[config.mk]
export PLATFORM = sky130hd
export DESIGN_NAME = mem_loader_flat
export DESIGN_NICKNAME = d
export VERILOG_FILES = /design/src/rtl/mem_loader_if.sv /design/src/rtl/mem_loader.sv /design/src/flat_wrapper.sv
export SDC_FILE = /design/constraint.sdc
export NUM_CORES = 1
export LEC_CHECK = 0
export ABC_CLOCK_PERIOD_IN_PS = 5800
export CORE_MARGIN = 2
export CORE_UTILIZATION = 51
export DETAILED_ROUTE_END_ITERATION = 7
export PLACE_DENSITY_LB_ADDON = 0.08
export SLEW_MARGIN = 25
export SYNTH_ARGS = -nofsm -noshare
export SYNTH_HDL_FRONTEND = slang
export SYNTH_SLANG_ARGS = --single-unit
[constraint.sdc]
create_clock -name clk -period 5.8 [get_ports clk]
set_clock_uncertainty 0.05 [all_clocks]
set_input_delay 1.74 -clock clk [delete_from_list [all_inputs] [get_ports clk]]
set_output_delay 1.74 -clock clk [all_outputs]
set_load 0.02 [all_outputs]
[src/rtl/mem_loader_if.sv]
// Stream and memory-bus bundle shared by the loader and its neighbours.
// The master side is the loader; the slave side is the stream source and the RAM.
interface mem_loader_if;
  logic        in_valid;
  logic [7:0]  in_data;
  logic        in_ready;
  logic [1:0]  mem_cmd;
  logic [8:0]  mem_addr;
  logic [15:0] mem_wdata;
  logic [15:0] mem_rdata;

  modport master (
    input  in_valid, in_data, mem_rdata,
    output in_ready, mem_cmd, mem_addr, mem_wdata
  );

  modport slave (
    output in_valid, in_data, mem_rdata,
    input  in_ready, mem_cmd, mem_addr, mem_wdata
  );
endinterface

[src/rtl/mem_loader.sv]
// Loads RAM words from a byte stream, reads them back to verify the sum, and
// keeps the CPU in reset until the image is known to be good.
module mem_loader #(
  parameter int RD_LAT  = 1,
  parameter int TIMEOUT = 1024,
  parameter int CNT_W   = 16
) (
  input  logic              clk,
  input  logic              reset,
  input  logic              start,
  input  logic [8:0]        base_addr,
  input  logic [8:0]        word_count,
  mem_loader_if.master      bus,
  output logic              busy,
  output logic              done,
  output logic              error,
  output logic [1:0]        err_code,
  output logic [15:0]       checksum,
  output logic              cpu_hold
);
  localparam logic [2:0] S_IDLE   = 3'd0;
  localparam logic [2:0] S_RX_LO  = 3'd1;
  localparam logic [2:0] S_RX_HI  = 3'd2;
  localparam logic [2:0] S_WRITE  = 3'd3;
  localparam logic [2:0] S_RD_CMD = 3'd4;
  localparam logic [2:0] S_RD_CHK = 3'd5;
  localparam logic [2:0] S_DONE   = 3'd6;
  localparam logic [2:0] S_ERR    = 3'd7;

  localparam logic [1:0] CMD_NONE = 2'b00;
  localparam logic [1:0] CMD_WR   = 2'b01;
  localparam logic [1:0] CMD_RD   = 2'b11;

  localparam logic [CNT_W-1:0] TO_LAST  = CNT_W'(TIMEOUT - 1);
  localparam logic [CNT_W-1:0] LAT_LAST = CNT_W'(RD_LAT - 1);

  logic [2:0]       state;
  logic [8:0]       base_r;
  logic [8:0]       count_r;
  logic [8:0]       idx;
  logic [7:0]       lo_byte;
  logic [CNT_W-1:0] cnt;
  logic [15:0]      vsum;

  logic        xfer;
  logic        last_word;
  logic        range_bad;
  logic [15:0] vsum_next;

  function automatic logic [15:0] add16(input logic [15:0] a, input logic [15:0] b);
    return a + b;
  endfunction

  assign bus.in_ready = (state == S_RX_LO) || (state == S_RX_HI);
  assign xfer         = bus.in_valid && bus.in_ready;
  assign last_word    = (idx == count_r - 9'd1);
  assign range_bad    = ({1'b0, base_addr} + {1'b0, word_count}) > 10'd256;
  assign vsum_next    = add16(vsum, bus.mem_rdata);

  always_ff @(posedge clk) begin
    if (!reset) begin
      state         <= S_IDLE;
      base_r        <= '0;
      count_r       <= '0;
      idx           <= '0;
      lo_byte       <= '0;
      cnt           <= '0;
      vsum          <= '0;
      bus.mem_cmd   <= CMD_NONE;
      bus.mem_addr  <= '0;
      bus.mem_wdata <= '0;
      busy          <= 1'b0;
      done          <= 1'b0;
      error         <= 1'b0;
      err_code      <= 2'b00;
      checksum      <= '0;
      cpu_hold      <= 1'b1;
    end else begin
      case (state)
        S_IDLE, S_DONE, S_ERR: begin
          if (start) begin
            base_r   <= base_addr;
            count_r  <= word_count;
            idx      <= '0;
            cnt      <= '0;
            vsum     <= '0;
            checksum <= '0;
            done     <= 1'b0;
            error    <= 1'b0;
            err_code <= 2'b00;
            cpu_hold <= 1'b1;
            if (word_count == 9'd0) begin
              state    <= S_DONE;
              done     <= 1'b1;
              cpu_hold <= 1'b0;
            end else if (range_bad) begin
              state    <= S_ERR;
              error    <= 1'b1;
              err_code <= 2'b01;
            end else begin
              state <= S_RX_LO;
              busy  <= 1'b1;
            end
          end
        end
        // Stream receive: the idle counter only runs while a byte is awaited.
        S_RX_LO, S_RX_HI: begin
          if (xfer) begin
            cnt <= '0;
            if (state == S_RX_LO) begin
              lo_byte <= bus.in_data;
              state   <= S_RX_HI;
            end else begin
              bus.mem_wdata <= {bus.in_data, lo_byte};
              bus.mem_addr  <= base_r + idx;
              bus.mem_cmd   <= CMD_WR;
              state         <= S_WRITE;
            end
          end else if (cnt == TO_LAST) begin
            state    <= S_ERR;
            busy     <= 1'b0;
            error    <= 1'b1;
            err_code <= 2'b10;
          end else begin
            cnt <= cnt + CNT_W'(1);
          end
        end
        S_WRITE: begin
          checksum <= add16(checksum, bus.mem_wdata);
          if (last_word) begin
            idx          <= '0;
            cnt          <= '0;
            bus.mem_cmd  <= CMD_RD;
            bus.mem_addr <= base_r;
            state        <= S_RD_CMD;
          end else begin
            idx         <= idx + 9'd1;
            bus.mem_cmd <= CMD_NONE;
            state       <= S_RX_LO;
          end
        end
        // Read-back: cnt is reused as the read-latency counter.
        S_RD_CMD: begin
          if (cnt == LAT_LAST) begin
            cnt   <= '0;
            state <= S_RD_CHK;
          end else begin
            cnt <= cnt + CNT_W'(1);
          end
        end
        S_RD_CHK: begin
          vsum <= vsum_next;
          if (last_word) begin
            idx         <= '0;
            bus.mem_cmd <= CMD_NONE;
            busy        <= 1'b0;
            if (vsum_next == checksum) begin
              state    <= S_DONE;
              done     <= 1'b1;
              cpu_hold <= 1'b0;
            end else begin
              state    <= S_ERR;
              error    <= 1'b1;
              err_code <= 2'b11;
            end
          end else begin
            idx          <= idx + 9'd1;
            bus.mem_addr <= base_r + idx + 9'd1;
            state        <= S_RD_CMD;
          end
        end
        default: state <= S_IDLE;
      endcase
    end
  end
endmodule
[src/flat_wrapper.sv]
// flat-port wrapper written by rule: the top's interface ports become plain ports
module mem_loader_flat 
#(
  parameter int RD_LAT  = 1,
  parameter int TIMEOUT = 1024,
  parameter int CNT_W   = 16
)
  (clk, reset, start, base_addr, word_count, busy, done, error, err_code, checksum, cpu_hold, bus_in_valid, bus_in_data, bus_mem_rdata, bus_in_ready, bus_mem_cmd, bus_mem_addr, bus_mem_wdata);
  mem_loader_if bus_i ();
  input  logic clk;
  input  logic reset;
  input  logic start;
  input  logic [8:0] base_addr;
  input  logic [8:0] word_count;
  output logic busy;
  output logic done;
  output logic error;
  output logic [1:0] err_code;
  output logic [15:0] checksum;
  output logic cpu_hold;
  input wire logic [$bits(bus_i.in_valid)-1:0] bus_in_valid;
  input wire logic [$bits(bus_i.in_data)-1:0] bus_in_data;
  input wire logic [$bits(bus_i.mem_rdata)-1:0] bus_mem_rdata;
  output wire logic [$bits(bus_i.in_ready)-1:0] bus_in_ready;
  output wire logic [$bits(bus_i.mem_cmd)-1:0] bus_mem_cmd;
  output wire logic [$bits(bus_i.mem_addr)-1:0] bus_mem_addr;
  output wire logic [$bits(bus_i.mem_wdata)-1:0] bus_mem_wdata;
  assign bus_i.in_valid = bus_in_valid;
  assign bus_i.in_data = bus_in_data;
  assign bus_i.mem_rdata = bus_mem_rdata;
  assign bus_in_ready = bus_i.in_ready;
  assign bus_mem_cmd = bus_i.mem_cmd;
  assign bus_mem_addr = bus_i.mem_addr;
  assign bus_mem_wdata = bus_i.mem_wdata;
  mem_loader #(.RD_LAT(RD_LAT), .TIMEOUT(TIMEOUT), .CNT_W(CNT_W)) u_core (.clk(clk), .reset(reset), .start(start), .base_addr(base_addr), .word_count(word_count), .bus(bus_i), .busy(busy), .done(done), .error(error), .err_code(err_code), .checksum(checksum), .cpu_hold(cpu_hold));
endmodule
==> results.toml, run 1 <==
[global_route]
grt_max_degree = 59
grt_pass1_wl_um = 33600
antenna_found_initial = 0
track_usage_pct = 25.0
grt-ovfl-total = 0
first_global_vias = 6879

[synthesis]
synth_seq_cells = 119
synth.top_cells.by_count = "nand2_1, dfxtp_1, nor2_1"
synthCells = 1007
synth_warnings = 0
synthArstFlopShare_pct = 0
yosysTopAreaCell = "dfxtp_1"
ys_seq_area_share_pct = 29.9
synth_cell_types = 82
synth_area_per_cell_um2 = 7.90
synth_fp_nets = 1109
synth.most_common_cell = "nand2_1"
synthTopCellsByArea = "dfxtp_1, ha_1, a21oi_1, nand2_1, xnor2_1"
yosys.area.top_type_share_pct = 29.9
synthFlopType = "dfxtp_1"
syn_area_mm2 = 0.00796
synth-edff-count = 0

[clocking]
cts_setup_buffers = 0
clock_latency_ps = 420
cts.sinks = 119
hold_buffers = 0
path_clk_slew_ps = 60
ctsLongestPathBuffers = 2
cts_buffers = 17
cts_root_buffer = "clkbuf_16"
cts_resized = 0
htree_num_levels = 4
cts_tree = "built"

[route]
vias = 7376
wl_per_cell_um = 15.7
drt_iter0_markers = 423
ant_nets = 0
wirelength_um = 20000
viasPerCell = 5.77
drt_first_pass_iters = 7
post-route-drc-count = 0

[die]
start_util_pct = 52.3
die_area_mm2 = 0.0166
fp-row-count = 45
ioPinCount = 96
fp.dieH_um = 129
coreArea_mm2 = 0.0152
die_w_um = 129

[timing]
drv_slew = 0
worst_pin_slew_ps = 841
setup_viol = 0
post-route-min-period_ps = 4620
hold_viol = 0
period_share_pct = 79.6
rsz0062_at_grt = "false"
fin_setup_tns_ps = 0
slew_headroom_pct = 43.9
max_freq_ghz = 0.217

[placed_design]
postPlaceCellArea_mm2 = 0.00898
dp_hpwl_um = 14800
gp_congestion = 0.877
dp_cells = 1246
io_buffers = 95

[status]
outcome = "completed"

[cells_and_area]
fin_nets = 1179
num_antenna_cells = 0
n_fill_cell = 1339
drive_gt1_share_pct = 5.96
finalNonFillerCells = 1278
syn_to_final_growth_pct = 20.1
design_area_mm2 = 0.00956

[critical_path]
startpoint_type = "input pin"
required_ps = 6030
cp.arrival_ps = 4850
cp_max_fo = 6
end_kind = "flip-flop"
crit_type = "in2reg"

[min_path]
hold_path_class = "reg2reg"

[run]
maxCapViolCount = 0

[power]
leakagePower_nw = 3.60
irDropWorstVdd_uv = 230
powerDensity_mw_per_mm2 = 334
==> layer usage <==
layer / part of all wire, % / track usage (%) / routed length (µm) / vias up
met1: 46 / 32.1 / 9270 / 3424
met4: 1.9 / 8.50 / 375 / 0
met5: 0 / 0 / 0 / -
met2: 48 / 42.3 / 9560 / 152
met3: 4.1 / 4.57 / 819 / 32
li1: - / - / - / 3768
==> cells by family after synthesis <==
kind of cell	share of synthesized area, %
flip-flops	29.9
AND/OR/NAND/NOR	24.4
buffers and inverters	4.06
XOR/XNOR	9.06
adder cells (fa/ha/maj)	9.19
AO/OA/AOI/OAI	21.2
multiplexers	2.15
==> path summary, 6_finish.rpt <==
| kind | start | endpoint | slack (ps) | depth (start not counted) |
|---|---|---|---|---|
| worst max-delay path | bus_mem_rdata[0] | u_core.state[0]$_SDFFE_PN0P_ | 1180 | 13 |
| worst min-delay path | u_core.lo_byte[0]$_SDFFE_PN0P_ | u_core.bus.mem_wdata[0]$_SDFFE_PN0P_ | 410 | 2 |
| worst max register to register | u_core.idx[0]$_SDFFE_PN0P_ | u_core.bus.mem_addr[8]$_SDFFE_PN0P_ | 2600 | 11 |
| worst min register to register | u_core.lo_byte[0]$_SDFFE_PN0P_ | u_core.bus.mem_wdata[0]$_SDFFE_PN0P_ | 410 | 2 |
==> flip-flops by register name, indices dropped and copies added, names as in the netlist <==
| register | flops |
|---|---|
| u_core.done | 1 |
| u_core.state | 3 |
| u_core.bus.mem_wdata | 16 |
| u_core.busy | 1 |
| u_core.cnt | 16 |
| u_core.base_r | 9 |
| u_core.bus.mem_addr | 9 |
| u_core.lo_byte | 8 |
| u_core.vsum | 16 |
| u_core.cpu_hold | 1 |
| u_core.checksum | 16 |
| u_core.err_code | 2 |
| u_core.bus.mem_cmd | 2 |
| u_core.idx | 9 |
| u_core.error | 1 |
| u_core.count_r | 9 |
==> critical path, cell delays in order <==
cell and delay [ps]:
clkdlybuf4s50_1 460, ha_1 180, inv_1 60, fa_1 400, nor2b_1 250, o2111ai_2 150
a31oi_1 400, nor2_1 140, xnor3_1 210, nor4_2 140, nand4_1 170, a2111oi_4 460
a21oi_1 120
==> stage by stage <==
stage / power [mW] / setup WS [ps] / hold slack (ps) / util (%)
floorplan: 1.86 / 1510 / 381 / -
global placement: 2.18 / 768 / 391 / 59.1
detailed placement: 2.18 / 751 / 395 / 59.1
CTS: 3.21 / 1180 / 405 / 62.9
global route: 3.39 / 884 / 418 / 62.9
finish: 3.19 / 1180 / 405 / 62.9
==> layout make-up <==
| class | instances | area, µm² | area share (%) |
|---|---|---|---|
| tap | 188 | 235 | 2.46 |
| multi-input combinational | 809 | 5260 | 55.0 |
| timing repair buffer | 102 | 1000 | 10.5 |
| sequential | 119 | 2380 | 24.9 |
| clock buffer | 17 | 425 | 4.45 |
| clock inverter | 15 | 145 | 1.52 |
| inverter | 28 | 106 | 1.11 |
==> where the power goes <==
part,switching [mW],leakage [nW],internal [mW],total [mW]
sequential,0.121,0.965,0.919,1.04
clock,0.424,0.265,0.597,1.02
combinational,0.676,2.37,0.452,1.13
==> cells in the final DEF, fill, tap and decap left out, types with 25 or more instances in the layout <==
| cell | netlist | routed |
|---|---|---|
| nand2_1 | 133 | 132 |
| dfxtp_1 | 119 | 119 |
| nor2_1 | 105 | 105 |
| a21oi_1 | 102 | 102 |
| clkdlybuf4s50_1 | 0 | 95 |
| ha_1 | 52 | 52 |
| xnor2_1 | 47 | 47 |
| nand3_1 | 43 | 43 |
| o21ai_0 | 37 | 37 |
| inv_1 | 27 | 27 |
| nor3_1 | 25 | 25 |
| xor2_1 | 25 | 25 |
Note: power is estimated with default switching activity, not from simulation.
==> run 2: changes to the inputs <==
- ABC_CLOCK_PERIOD_IN_PS: 5800 -> 4100
- clock period: 5.8 -> 4.1 ns (I/O delays scaled with it)
==> run 2 against run 1 <==
  * Core utilization is 3.2 points higher
  * Hold slack better by 6.0 ps
  * Non-clock buffer count up 55
  * Die area unchanged
  * Setup slack worse by 1000 ps
  * Global-route usage up 1.3 points
==> results.toml, run 2 (same netlist as run 1, synthesis figures left out) <==
[clocking]
path_clk_slew_ps = 60
cts.sinks = 119
htree_num_levels = 4
clock_latency_ps = 430
cts_buffers = 17
cts_tree = "built"
cts_root_buffer = "clkbuf_16"
ctsLongestPathBuffers = 2

[placed_design]
pre_cts_ws_ps = -370
dp_hpwl_um = 15700
gp_congestion = 0.872
postPlaceCellArea_mm2 = 0.00938
io_buffers = 95

[route]
drt_iter0_markers = 481
viasPerCell = 5.74
wl_per_cell_um = 15.9
vias = 7655
post-route-drc-count = 0
wirelength_um = 21100
ant_nets = 0
drt_first_pass_iters = 5

[min_path]
hold_path_class = "reg2reg"
holdPathStages = 2

[cells_and_area]
design_area_mm2 = 0.0100
num_antenna_cells = 0
drive_gt1_share_pct = 10.9
syn_to_final_growth_pct = 26.2
final_common_cell = "nand2_1"
fin_nets = 1234
final_cell_mix = "nand2_1, dfxtp_1, nor2_1, a21oi_1, clkdlybuf4s50_1"
n_fill_cell = 1332

[critical_path]
cp_max_fo = 3
cp.arrival_ps = 4190
end_kind = "flip-flop"
crit_type = "in2reg"
required_ps = 4360
crit_slowest_cell = "or4_1"
startpoint_type = "input pin"
slowest_delay_ps = 500
rrSetupSlack_ps = 920
r2r_cells = 11
crit_path_frequent_cell = "o211ai_1"
path_cells = "clkdlybuf4s50_1, ha_2, inv_1, fa_1, nor2b_1, o2111a_1, or4_1, a221oi_2, o211ai_1, a311oi_2, buf_4, o21ai_0, o211ai_1, a21oi_1"

[die]
die_area_mm2 = 0.0166
die_w_um = 129
coreArea_mm2 = 0.0152
ioPinCount = 96
fp.dieH_um = 129
start_util_pct = 52.3
fp-row-count = 45

[run]
maxCapViolCount = 0

[global_route]
first_global_vias = 7267
grt-ovfl-total = 0
grt_pass1_wl_um = 35100
track_usage_pct = 26.2
antenna_found_initial = 0
grt_max_degree = 34

[timing]
period_share_pct = 95.8
hold_viol = 0
slew_headroom_pct = 52.2
whs_ps = 411
drv_slew = 0
setup_viol = 0
worst_pin_slew_ps = 715
post-route-min-period_ps = 3930
max_freq_ghz = 0.254
postLayoutSetupSlackWorst_ps = 171

[power]
irDropWorstVdd_uv = 318
leakagePower_nw = 3.90
powerDensity_mw_per_mm2 = 473

[status]
outcome = "completed"
==> run 2: where the power goes <==
group / switching, mW / leakage (nW) / internal, mW
sequential: 0.153 / 0.965 / 1.30
clock: 0.597 / 0.294 / 0.969
combinational: 1.01 / 2.64 / 0.718
==> run 2: area by class of cell <==
type,count,area (µm²),area share (%)
Tap cell,188,235,2.34
Multi-Input combinational cell,809,5280,52.6
Clock inverter,15,193,1.92
Clock buffer,17,425,4.24
Sequential cell,119,2380,23.7
Inverter,28,105,1.05
Timing Repair Buffer,157,1420,14.1
==> run 2: worst max-delay path, delay by kind of cell <==
family                     cells  cell delay [ps]
buffers and inverters          3              670
AOI/OAI and AO/OA              7             1330
and+or+nand+nor                2              570
adders and majority gates      2              380
==> run 2: per-layer routing <==
layer / track usage, % / vias up / wire [µm]
met4: 9.72 / 0 / 499
met5: 0 / - / 0
met3: 4.62 / 37 / 668
li1: - / 3876 / -
met2: 45.8 / 145 / 10400
met1: 32.4 / 3597 / 9570
==> run 2: metrics by stage <==
step,setup TNS (ps),utilization (%),power [mW],instances
floorplan,0,-,2.64,1007
global route,-67.1,66.0,5.03,1333
finish,0,66.0,4.75,1333
CTS,0,65.8,4.76,1331
detailed placement,-2650,61.7,3.19,1299
global placement,-2530,61.7,3.17,1299
==> run 2: final timing paths <==
check                                               startpoint                              endpoint
worst min-delay path            u_core.lo_byte[2]$_SDFFE_PN0P_  u_core.bus.mem_wdata[2]$_SDFFE_PN0P_
worst max-delay path                             word_count[0]             u_core.error$_SDFFE_PN0P_
worst min register to register  u_core.lo_byte[2]$_SDFFE_PN0P_  u_core.bus.mem_wdata[2]$_SDFFE_PN0P_
worst max register to register      u_core.idx[0]$_SDFFE_PN0P_   u_core.bus.mem_addr[8]$_SDFFE_PN0P_
==> run 2: repair_timing <==
item	in CTS	in global routing
hold endpoints to repair	0	0
endpoints found under the setup margin	0	9
hold buffers	0	0
buffers inserted	0	2
gates resized for setup	0	5
==> run 3: changes to the inputs <==
- CORE_UTILIZATION: 51 -> 50
- SETUP_SLACK_MARGIN: unset -> 0.5
==> run 3 against run 2 <==
  * Fmax grew 9.7%
  * Die area grew 1.9%
  * Total power grew 0.52%
  * Sequential share of layout area shrank 0.64 points
  * Final cell count grew 2.1%
  * Critical path depth shrank 1
  * Count of clock-buffer cells in the layout grew 3
  * Via count grew 0.27%
  * Routed wire length grew 1.5%
  * Sequential power is essentially flat
  * Combinational power grew 5%
  * Global-route usage shrank 0.82 points
  * Largest cell class unchanged
  * Highest routed layer unchanged
==> results.toml, run 3 (same netlist as run 1, synthesis figures left out) <==
[critical_path]
path_buf_inv = 2
crit_type = "in2reg"
critPathTopFamily = "compound AO/OA/AOI/OAI gates"
cp.arrival_ps = 3880
slowest_delay_ps = 540
cp_max_fo = 3
end_kind = "flip-flop"
startpoint_type = "input pin"
crit_slowest_cell = "or4_4"
required_ps = 4400
path_cells = "buf_6, ha_4, inv_2, fa_2, nor2b_2, o2111a_1, or4_4, a221oi_2, o211ai_1, a311oi_2, a21boi_1, a21oi_1, mux2i_1"

[timing]
fin_setup_tns_ps = 0
period_share_pct = 87.4
drv_slew = 0
rsz0062_at_grt = "true"
post-route-min-period_ps = 3580
worst_pin_slew_ps = 758
postLayoutSetupSlackWorst_ps = 519
slew_headroom_pct = 49.4
setup_viol = 0
max_freq_ghz = 0.279
hold_viol = 0
whs_ps = 406

[global_route]
track_usage_pct = 25.4
grt_pass1_wl_um = 34000
first_global_vias = 7030
grt-ovfl-total = 0
grt_max_degree = 34
antenna_found_initial = 0

[power]
irDropWorstVdd_uv = 383
leakagePower_nw = 4.00
finalPower_mw = 4.78
powerDensity_mw_per_mm2 = 463

[cells_and_area]
syn_to_final_growth_pct = 29.8
drive_gt1_share_pct = 14.9
final_core_util_pct = 65.7
fin_nets = 1234
final_common_cell = "nand2_1"
num_antenna_cells = 0
final_cell_mix = "nand2_1, dfxtp_1, nor2_1, a21oi_1, clkdlybuf4s50_1"
finalNonFillerCells = 1361
design_area_mm2 = 0.0103

[route]
vias = 7676
post-route-drc-count = 0
wl_per_cell_um = 15.8
wirelength_um = 21400
drt_iter0_markers = 419
ant_nets = 0
drt_first_pass_iters = 5
viasPerCell = 5.64

[placed_design]
io_buffers = 95
dp_hpwl_um = 15500
dp_cells = 1318
postPlaceCellArea_mm2 = 0.00938
gp_congestion = 0.869
pre_cts_ws_ps = -189

[die]
fp-row-count = 46
die_w_um = 130
die_area_mm2 = 0.0169
ioPinCount = 96
fp.dieH_um = 130
coreArea_mm2 = 0.0157
start_util_pct = 50.6

[clocking]
path_clk_slew_ps = 60
clock_latency_ps = 420
htree_num_levels = 4
cts_root_buffer = "clkbuf_16"
ctsLongestPathBuffers = 2
cts.sinks = 119
cts_buffers = 17
cts_tree = "built"

[status]
outcome = "completed"

[min_path]
hold_path_class = "reg2reg"

[run]
maxCapViolCount = 0
run 3: path summary, 6_finish.rpt:
path	start	slack (ps)	cells past startpoint	end
worst min register to register	u_core.lo_byte[7]$_SDFFE_PN0P_	410	2	u_core.bus.mem_wdata[7]$_SDFFE_PN0P_
worst max register to register	u_core.idx[0]$_SDFFE_PN0P_	900	11	u_core.bus.mem_addr[8]$_SDFFE_PN0P_
worst min-delay path	u_core.lo_byte[7]$_SDFFE_PN0P_	410	2	u_core.bus.mem_wdata[7]$_SDFFE_PN0P_
worst max-delay path	word_count[0]	520	13	u_core.busy$_SDFFE_PN0P_
run 3: worst register-to-register path, delay by kind of cell, from the launching register on:
| family | cells | cell delay, ps |
|---|---|---|
| AOI/OAI and AO/OA | 5 | 1140 |
| xor gates and xnor gates | 2 | 450 |
| adders and majority gates | 2 | 720 |
| DFF | 1 | 380 |
| muxes | 1 | 90 |
| and+or+nand+nor | 1 | 210 |
run 3: what timing repair did:
action / in CTS / in global routing
hold buffers: 0 / 0
resized for setup: 49 / 39
setup buffers: 6 / 5
pin swaps: 31 / 24
setup endpoints to repair: 10 / 11
gates cloned: 0 / 0
run 3: metal layers:
layer	vias to the layer above	GRT usage, %	share of wire, %
met2	165	44.6	49
met1	3597	30.5	44
li1	3870	-	-
met4	0	9.74	2.4
met3	44	5.37	4.2
met5	-	0	0
run 3: power breakdown:
group,internal [mW],switching (mW),total (mW),leakage (nW)
logic,0.750,1.06,1.81,2.74
clock network,0.951,0.585,1.54,0.294
registers,1.30,0.134,1.44,0.965
total,3.00,1.78,4.78,4.00
run 3: area by class of cell:
class | count | area (µm²)
Fill cell | 1394 | 5390
Sequential cell | 119 | 2380
Clock buffer | 20 | 467
Clock inverter | 12 | 141
Tap cell | 216 | 270
Timing Repair Buffer | 157 | 1430
Inverter | 28 | 105
Multi-Input combinational cell | 809 | 5530
